<file path="src/rtl/fft_result_serializer.sv">
// -----------------------------------------------------------------------------
// fft_result_serializer
//
// Consumer end of the 8-point radix-2 pipelined FFT datapath. Each handshake
// captures one frame of eight parallel W-bit results into a two-bank
// ping-pong store. Frames are then streamed out one word per clock over a
// valid/ready interface. The output can be reordered from the datapath's
// bit-reversed order into natural order.
//
// Parameters:
//   W        width of each result word
//   BIT_REV  1: output index i carries stored word bitrev3(i); 0: stored order
//
// Ports:
//   clk_1     system clock, rising edge
//   rst       asynchronous active-high reset
//   par_in    frame, word k at par_in[k*W +: W]
//   in_valid  par_in holds a complete frame
//   in_ready  a bank is free (depends on registered state only)
//   s_data    current serial word (0 while s_valid is low)
//   s_idx     output index of s_data within the frame
//   s_valid   s_data/s_idx/s_last are valid
//   s_ready   sink accepts the current word
//   s_last    high with output index 7
//   frame_cnt (FRAME_CNT_EN only) count of completed frames, wraps at 16 bits
//
// Optional feature: define FRAME_CNT_EN to add the frame_cnt output.
// -----------------------------------------------------------------------------
module fft_result_serializer #(
    parameter int W       = 8,
    parameter bit BIT_REV = 1'b1
) (
    input  logic           clk_1,
    input  logic           rst,
    input  logic [8*W-1:0] par_in,
    input  logic           in_valid,
    output logic           in_ready,
    output logic [W-1:0]   s_data,
    output logic [2:0]     s_idx,
    output logic           s_valid,
    input  logic           s_ready,
    output logic           s_last
`ifdef FRAME_CNT_EN
    ,
    output logic [15:0]    frame_cnt
`endif
);

    logic [W-1:0] bank_q [2][8];
    logic [W-1:0] bank_d [2][8];
    logic [1:0]   full_q;
    logic [1:0]   full_d;
    logic         wr_bank_q;
    logic         wr_bank_d;
    logic         rd_bank_q;
    logic         rd_bank_d;
    logic [2:0]   rd_cnt_q;
    logic [2:0]   rd_cnt_d;
    logic [2:0]   rd_pos_s;
    logic         accept_s;
    logic         xfer_s;
`ifdef FRAME_CNT_EN
    logic [15:0]  frame_cnt_q;
    logic [15:0]  frame_cnt_d;
`endif

    function automatic logic [2:0] bitrev3(input logic [2:0] i);
        return {i[0], i[1], i[2]};
    endfunction

    assign accept_s = in_valid & in_ready;
    assign xfer_s   = s_valid & s_ready;

    // Output side: muxed straight from the bank registers, zeroed while idle.
    always_comb begin
        in_ready = ~full_q[wr_bank_q];
        s_valid  = full_q[rd_bank_q];
        s_idx    = rd_cnt_q;
        rd_pos_s = BIT_REV ? bitrev3(rd_cnt_q) : rd_cnt_q;
        if (s_valid) begin
            s_data = bank_q[rd_bank_q][rd_pos_s];
            s_last = (rd_cnt_q == 3'd7);
        end else begin
            s_data = {W{1'b0}};
            s_last = 1'b0;
        end
    end

    // Next-state: accept and transfer always touch different banks, because
    // accept needs full[wr_bank]=0 and transfer needs full[rd_bank]=1.
    always_comb begin
        bank_d    = bank_q;
        full_d    = full_q;
        wr_bank_d = wr_bank_q;
        rd_bank_d = rd_bank_q;
        rd_cnt_d  = rd_cnt_q;
        if (accept_s) begin
            for (int k = 0; k < 8; k++) begin
                bank_d[wr_bank_q][k] = par_in[k*W +: W];
            end
            full_d[wr_bank_q] = 1'b1;
            wr_bank_d         = ~wr_bank_q;
        end else begin
            wr_bank_d = wr_bank_q;
        end
        if (xfer_s) begin
            if (rd_cnt_q == 3'd7) begin
                rd_cnt_d          = 3'd0;
                full_d[rd_bank_q] = 1'b0;
                rd_bank_d         = ~rd_bank_q;
            end else begin
                rd_cnt_d = rd_cnt_q + 3'd1;
            end
        end else begin
            rd_cnt_d = rd_cnt_q;
        end
    end

    // State registers; reset discards any partially streamed frame.
    always_ff @(posedge clk_1 or posedge rst) begin
        if (rst) begin
            for (int b = 0; b < 2; b++) begin
                for (int k = 0; k < 8; k++) begin
                    bank_q[b][k] <= {W{1'b0}};
                end
            end
            full_q    <= 2'b00;
            wr_bank_q <= 1'b0;
            rd_bank_q <= 1'b0;
            rd_cnt_q  <= 3'd0;
        end else begin
            bank_q    <= bank_d;
            full_q    <= full_d;
            wr_bank_q <= wr_bank_d;
            rd_bank_q <= rd_bank_d;
            rd_cnt_q  <= rd_cnt_d;
        end
    end

`ifdef FRAME_CNT_EN
    // Completed-frame count: bumps on the transfer of the last word.
    always_comb begin
        if (xfer_s && s_last) begin
            frame_cnt_d = frame_cnt_q + 16'd1;
        end else begin
            frame_cnt_d = frame_cnt_q;
        end
    end

    // Frame counter register.
    always_ff @(posedge clk_1 or posedge rst) begin
        if (rst) begin
            frame_cnt_q <= 16'd0;
        end else begin
            frame_cnt_q <= frame_cnt_d;
        end
    end

    assign frame_cnt = frame_cnt_q;
`endif

endmodule

</file>
<file path="config.mk">
export PLATFORM = sky130hd
export DESIGN_NAME = fft_result_serializer
export DESIGN_NICKNAME = d
export VERILOG_FILES = /design/src/rtl/fft_result_serializer.sv
export SDC_FILE = /design/constraint.sdc
export NUM_CORES = 1
export LEC_CHECK = 0
export CAP_MARGIN = 15
export CORE_ASPECT_RATIO = 0.6
export CORE_MARGIN = 2
export CORE_UTILIZATION = 50
export CTS_CLUSTER_DIAMETER = 40
export DETAILED_ROUTE_END_ITERATION = 10
export GPL_TIMING_DRIVEN = 1
export PLACE_DENSITY = 0.77
export SETUP_SLACK_MARGIN = 0.4
export SKIP_LAST_GASP = 1
export SLEW_MARGIN = 10
export SYNTH_ARGS = -nofsm -noshare
export SYNTH_HDL_FRONTEND = slang
export SYNTH_SLANG_ARGS = --single-unit
</file>
<file path="constraint.sdc">
create_clock -name clk_1 -period 3.8 [get_ports clk_1]
set_input_delay 0.38 -clock clk_1 [delete_from_list [all_inputs] [get_ports clk_1]]
set_output_delay 0.38 -clock clk_1 [all_outputs]
set_load 0.01 [all_outputs]
</file>
==> Yosys cells after proc, flatten, opt, wreduce, memory -nomap -nowiden <==
Index checks and enable logic that the tools add are counted.
{ "totals": {"word_cells": 89, "in_bits": 68, "out_inout_bits": 14, "reg_bits": 135} }
{ "classes": {"n_lt_le_gt_ge": 8, "n_mux": 44, "n_bitwise": 11, "n_reduce_logical": 4, "addsub": 1, "eq_ne": 1} }
{ "ops": {"columns": ["op", "n"], "rows": [
  ["$bwmux W128", 8],
  ["$demux W64 S1", 8],
  ["$mux W64", 4],
  ["$mux W56", 1],
  ["$mux W48", 1],
  ["$mux W40", 1],
  ["$mux W32", 1],
  ["$mux W8", 4],
  ["$bmux W8 S3", 1],
  ["$mux W24", 1],
  ["$mux W16", 1],
  ["$mux W1", 7],
  ["$mux W2", 3],
  ["$ge A2 B2 Y1 const B", 2],
  ["$ge A4 B4 Y1 const B", 1],
  ["$lt A1 B2 Y1 const B", 2],
  ["$not A1 Y2", 2],
  ["$not A3 Y4", 1],
  ["$add A3 B1 Y3 const B", 1],
  ["$eq A3 B3 Y1 const B", 1],
  ["$logic_and A1 B1 Y1", 3],
  ["$mux W3", 1],
  ["$not A1 Y1", 3],
  ["$and A1 B1 Y1", 2],
  ["other kinds (7)", 9]
]} }

==> Longest topological paths before layout <==
{ "logic_depth": {"ltp_word": 13, "mapped_depth": 5, "mapped_depth_nobuf": 5} }

==> Least setup slack after synthesis <==
No wires, ideal clock.
{ "synth_path": {"path_kind": "register to output", "start": "register rd_bank_q", "end": "output s_data[0]", "path_slack_ns": 2.036, "t_arrival_ns": 1.384, "required_time_ns": 3.420, "path_stages_with_launch": 6, "path_cell_list": "dfrtp_1 > buf_6 > buf_8 > mux4_2 > mux2i_1 > o22ai_1"} }
{ "synth_via": {"elab_chain_len": 8} }
{ "synth_rtl": {"columns": ["item", "line_no", "text"], "rows": [
  ["start: declaration", "55", "logic rd_bank_q;"],
  ["start signal: assignment", "135", "rd_bank_q <= rd_bank_d;"],
  ["$not A1 Y2 (not written as such)", "81", "s_data = bank_q[rd_bank_q][rd_pos_s];"],
  ["$mux W64 (not written as such) (3 in a row)", "81", null],
  ["$bmux W8 S3", "81", null],
  ["$mux W8 (not written as such) (2 in a row)", "81", null],
  ["$mux W8 (*)", "80", "if (s_valid) begin"],
  ["end: declaration", "38", "output logic [W-1:0] s_data,"]
]} }
Mark *: on every way between the ends. The rest lies on a longest branch, timed or not. The select of a mux whose other input is x is not followed.

==> Worst setup path in the final report <==
{ "layout_path": {"start": "register rd_bank_q", "end": "output s_data[3]"} }
Same word-level chain as after synthesis.

==> tab_implementation.tex <==
\begin{tabular}{lr}
\hline
Metric & Value \\
\hline
\multicolumn{2}{l}{\textbf{Yosys}} \\
Mapped Cells & 368 \\
Most used flip-flop cell after synthesis & sky130\_fd\_sc\_hd\_\_dfrtp\_1 \\
Main combinational cell family by area after synthesis & multiplexers \\
Cell with the most instances after synthesis & sky130\_fd\_sc\_hd\_\_dfrtp\_1 \\
Xor/xnor share of the synthesized area & 0\% \\
Number of distinct library cell variants in the gate-level netlist after synthesis & 27 \\
Share of synthesized cell area in full adder, half adder and majority cells & 0.410\% \\
Leading area contributor after synthesis & sky130\_fd\_sc\_hd\_\_dfrtp\_1 \\
Net count after synthesis & between 400 and 500 \\
Top post-synthesis cells by count & 135 x sky130\_fd\_sc\_hd\_\_dfrtp\_1, 109 x sky130\_fd\_sc\_hd\_\_mux2\_2, 29 x sky130\_fd\_sc\_hd\_\_mux4\_2 \\
Synthesized flop and latch total & around 140 \\
Warning count from the yosys run & 0 \\
Synthesized area per cell & 16.6 sq um \\
Synth async-reset ratio & 100\% \\
Area share of the largest cell type after synthesis & about 55\% \\
Synth Area in Compound Gates & approximately 1.3\% \\
Sequential element share of the synthesized area & roughly 55\% \\
Mux contribution to synthesized area & between 30\% and 40\% \\
Share of synthesized cell area in and, or, nand and nor gates & under 10\% \\
Post-synth EDFFs & 0 \\
Cells taking the most area after synthesis & sky130\_fd\_sc\_hd\_\_dfrtp\_1 55\%, sky130\_fd\_sc\_hd\_\_mux2\_2 20\%, sky130\_fd\_sc\_hd\_\_mux4\_2 11\% \\
Post-synthesis cell area & about 6000 sq um \\
\multicolumn{2}{l}{\textbf{Timing}} \\
Worst-case clock skew & around 0.006 ns \\
Max-slew headroom & between 30\% and 40\% \\
Setup TNS & 0 ns \\
Count of final hold-check violations & 0 \\
Tmin final & about 3.2 ns \\
Final setup violation count & 0 \\
Post-Route Hold Slack & around 0.5 ns \\
Final WS setup & 0.555 ns \\
Achievable frequency & slightly above 300 MHz \\
Slew Viols, Final & 0 \\
Post-route fraction of the period consumed by the critical path & between 80\% and 90\% \\
Measured slew at the worst slew-check pin & slightly above 1 ns \\
Setup repair after global routing missed its margin & no \\
\multicolumn{2}{l}{\textbf{Layout}} \\
Antenna diode count & 0 \\
Post-route design area & between 7000 and 8000 sq um \\
Area growth from synthesis to final layout & 25.2\% \\
Post-layout utilization of the core & between 60\% and 70\% \\
Finished Layout Cells & 630 \\
Final \#Nets & between 500 and 600 \\
Share of layout cells above drive strength 1 & around two fifths \\
\multicolumn{2}{l}{\textbf{Clock network}} \\
CTS tree & yes \\
H-tree Lvls & 4 \\
Number of buffers added for setup after CTS & 0 \\
Clock buffer depth & 2 \\
Number of buffers added by the clock tree synthesis step & 17 \\
CTS Hold Buffers Added & 0 \\
\# resized after CTS & 0 \\
Total number of clock tree sinks & $\sim$140 \\
CTS root buf & sky130\_fd\_sc\_hd\_\_clkbuf\_16 \\
Clock insertion delay at the later pin of the skew report & between 0.4 and 0.5 ns \\
Clock transition at path regs & approximately 0.060 ns \\
\multicolumn{2}{l}{\textbf{Routing}} \\
Pre-Repair DR Iteration Count & 4 \\
Overall routed net length & roughly 13000 um \\
DR vias & around 3600 \\
Number of DRC markers after the initial detailed-route iteration & 189 \\
Residual DRC & 0 \\
Ratio of routed vias to standard cells & about 5.7 \\
Count of nets left with antenna violations after detail routing & 0 \\
Wire per inst & approximately 21 um \\
\multicolumn{2}{l}{\textbf{Min path}} \\
Worst min-delay path category & flop to flop \\
Number of instances on the worst hold path & 1 \\
End point of the worst hold path & bank\_q[13]\$\_DFFE\_PP0P\_ \\
Hold Path Origin & bank\_q[13]\$\_DFFE\_PP0P\_ \\
\multicolumn{2}{l}{\textbf{Floorplan}} \\
Chip width & 147 um \\
Initial core utilization & 51.0\% \\
Floorplan die height & between 80 and 90 um \\
Count of boundary I/O pins & a little over 80 \\
Die Area & 13100 sq um \\
Row count & 31 \\
Placeable core area & approximately 12000 sq um \\
\multicolumn{2}{l}{\textbf{Worst setup path}} \\
Data required time of the critical path & 3.42 ns \\
FF-to-FF End & s\_idx[0]\$\_DFFE\_PP0P\_ \\
Startpoint of the worst-slack reg-to-reg timing path & s\_idx[1]\$\_DFFE\_PP0P\_ \\
R2r setup slk & approximately 1.8 ns \\
Critical path fanouts, max & 23 \\
Crit start category & flop \\
Data arrival time at the worst-slack endpoint & between 2 and 3 ns \\
Critical Path End Type & primary output \\
Kind of critical path & flop to primary output \\
R2r worst-path depth & 4 \\
\multicolumn{2}{l}{\textbf{GRT}} \\
Antenna violations before repair & 0 \\
Maximum number of pins on one net before global-route repair & 136 \\
First-pass GRT wire length & around 21000 um \\
Number of global-route vias before repair & 3816 \\
Overall overflow remaining after global route & 0 \\
GRT Resource Usage Total & 22.2\% \\
\multicolumn{2}{l}{\textbf{Placement}} \\
Half-perimeter wire length of the detailed placement result & between 9000 and 10000 um \\
Placed Area & roughly 7100 sq um \\
Count of placed standard cells including taps & 598 \\
Buffers added on ports & between 80 and 90 \\
Setup slack after placement & between 0.9 and 1 ns \\
Final weighted congestion of routability-driven global placement & roughly 0.77 \\
\multicolumn{2}{l}{\textbf{Pwr}} \\
Overall power & between 7 and 8 mW \\
IR Drop Worst-Case VDD & between 0.0004 and 0.0005 V \\
Total power density per cell area & 916 nW/um\^{}2 \\
Static leakage & 3.19 nW \\
\multicolumn{2}{l}{\textbf{Outcome}} \\
Status & complete, no violations \\
\multicolumn{2}{l}{\textbf{Run}} \\
Max-Cap Viols & 0 \\
\hline
\end{tabular}
[cell families after synthesis]
family | count (synthesis)
DFF | 135
buffers and inverters | 26
and+or+nand+nor | 12
adders and majority gates | 2
muxes | 181
AOI/OAI and AO/OA | 12
[final cells by class]
| cell class | instances | area, sq um |
|---|---|---|
| timing repair buffer | 90 | 903 |
| tap | 165 | 206 |
| clock buffer | 18 | 439 |
| sequential | 135 | 3380 |
| clock inverter | 14 | 150 |
| fill | 847 | 4330 |
| multi-input combinational | 207 | 2560 |
| inverter | 1 | 7.51 |
[cell usage in the layout, fill, tap and decap left out, types with 2 or more instances in the layout]
cell type	netlist	routed
sky130_fd_sc_hd__mux2i_1	17	17
sky130_fd_sc_hd__mux2_2	109	109
sky130_fd_sc_hd__clkdlybuf4s50_1	0	81
sky130_fd_sc_hd__clkinv_2	0	2
sky130_fd_sc_hd__inv_6	0	2
sky130_fd_sc_hd__bufinv_16	0	2
sky130_fd_sc_hd__ha_1	2	2
sky130_fd_sc_hd__mux4_1	3	3
sky130_fd_sc_hd__clkinvlp_4	0	7
sky130_fd_sc_hd__nand2b_1	2	2
sky130_fd_sc_hd__o22ai_1	8	8
sky130_fd_sc_hd__clkbuf_16	0	17
sky130_fd_sc_hd__mux2_1	23	23
sky130_fd_sc_hd__clkinv_4	0	2
sky130_fd_sc_hd__nand2_1	5	5
sky130_fd_sc_hd__dfrtp_1	135	133
sky130_fd_sc_hd__dfrtp_2	0	2
sky130_fd_sc_hd__buf_4	4	7
sky130_fd_sc_hd__mux4_2	29	29
sky130_fd_sc_hd__buf_12	1	2
[worst max path at each step]
stage                            endpoint                   from  slack, ns  cells after the start
floorplan           bank_q[0]$_DFFE_PP0P_                    rst       1.74                      1
global placement                s_data[5]  rd_bank_q$_DFFE_PP0P_       0.98                      6
detailed placement              s_data[6]   s_idx[2]$_DFFE_PP0P_       0.95                      5
CTS                             s_data[6]   s_idx[2]$_DFFE_PP0P_       0.52                      5
global route                    s_data[6]  rd_bank_q$_DFFE_PP0P_       0.42                      6
finish                          s_data[3]  rd_bank_q$_DFFE_PP0P_       0.55                      5
[report_power, final]
part / total (mW) / internal [mW] / switching, mW / leakage (nW)
combinational: 2.71 / 1.66 / 1.05 / 1.31
sequential: 2.69 / 2.17 / 0.522 / 1.61
clock: 1.61 / 0.985 / 0.627 / 0.271
[state kept, by name, summed over array words and instances (netlist names)]
name and cells:
bank_q 128, rd_bank_q 1, full_q 2, s_idx 3
wr_bank_q 1
[worst max-delay path, stage by stage, from the launching register on]
cell and delay (ns):
sky130_fd_sc_hd__dfrtp_2 0.65, sky130_fd_sc_hd__buf_12 0.26, sky130_fd_sc_hd__mux4_1 0.64, sky130_fd_sc_hd__mux2i_1 0.22, sky130_fd_sc_hd__o22ai_1 0.16, sky130_fd_sc_hd__clkdlybuf4s50_1 0.51
[metal layers]
metal,GRT usage [%],wire length [um]
met1,31.8,6330
met2,33.3,5970
met3,6.46,954
met4,7.24,52
met5,0,0
No activity file was read; power rests on OpenSTA's default activity.
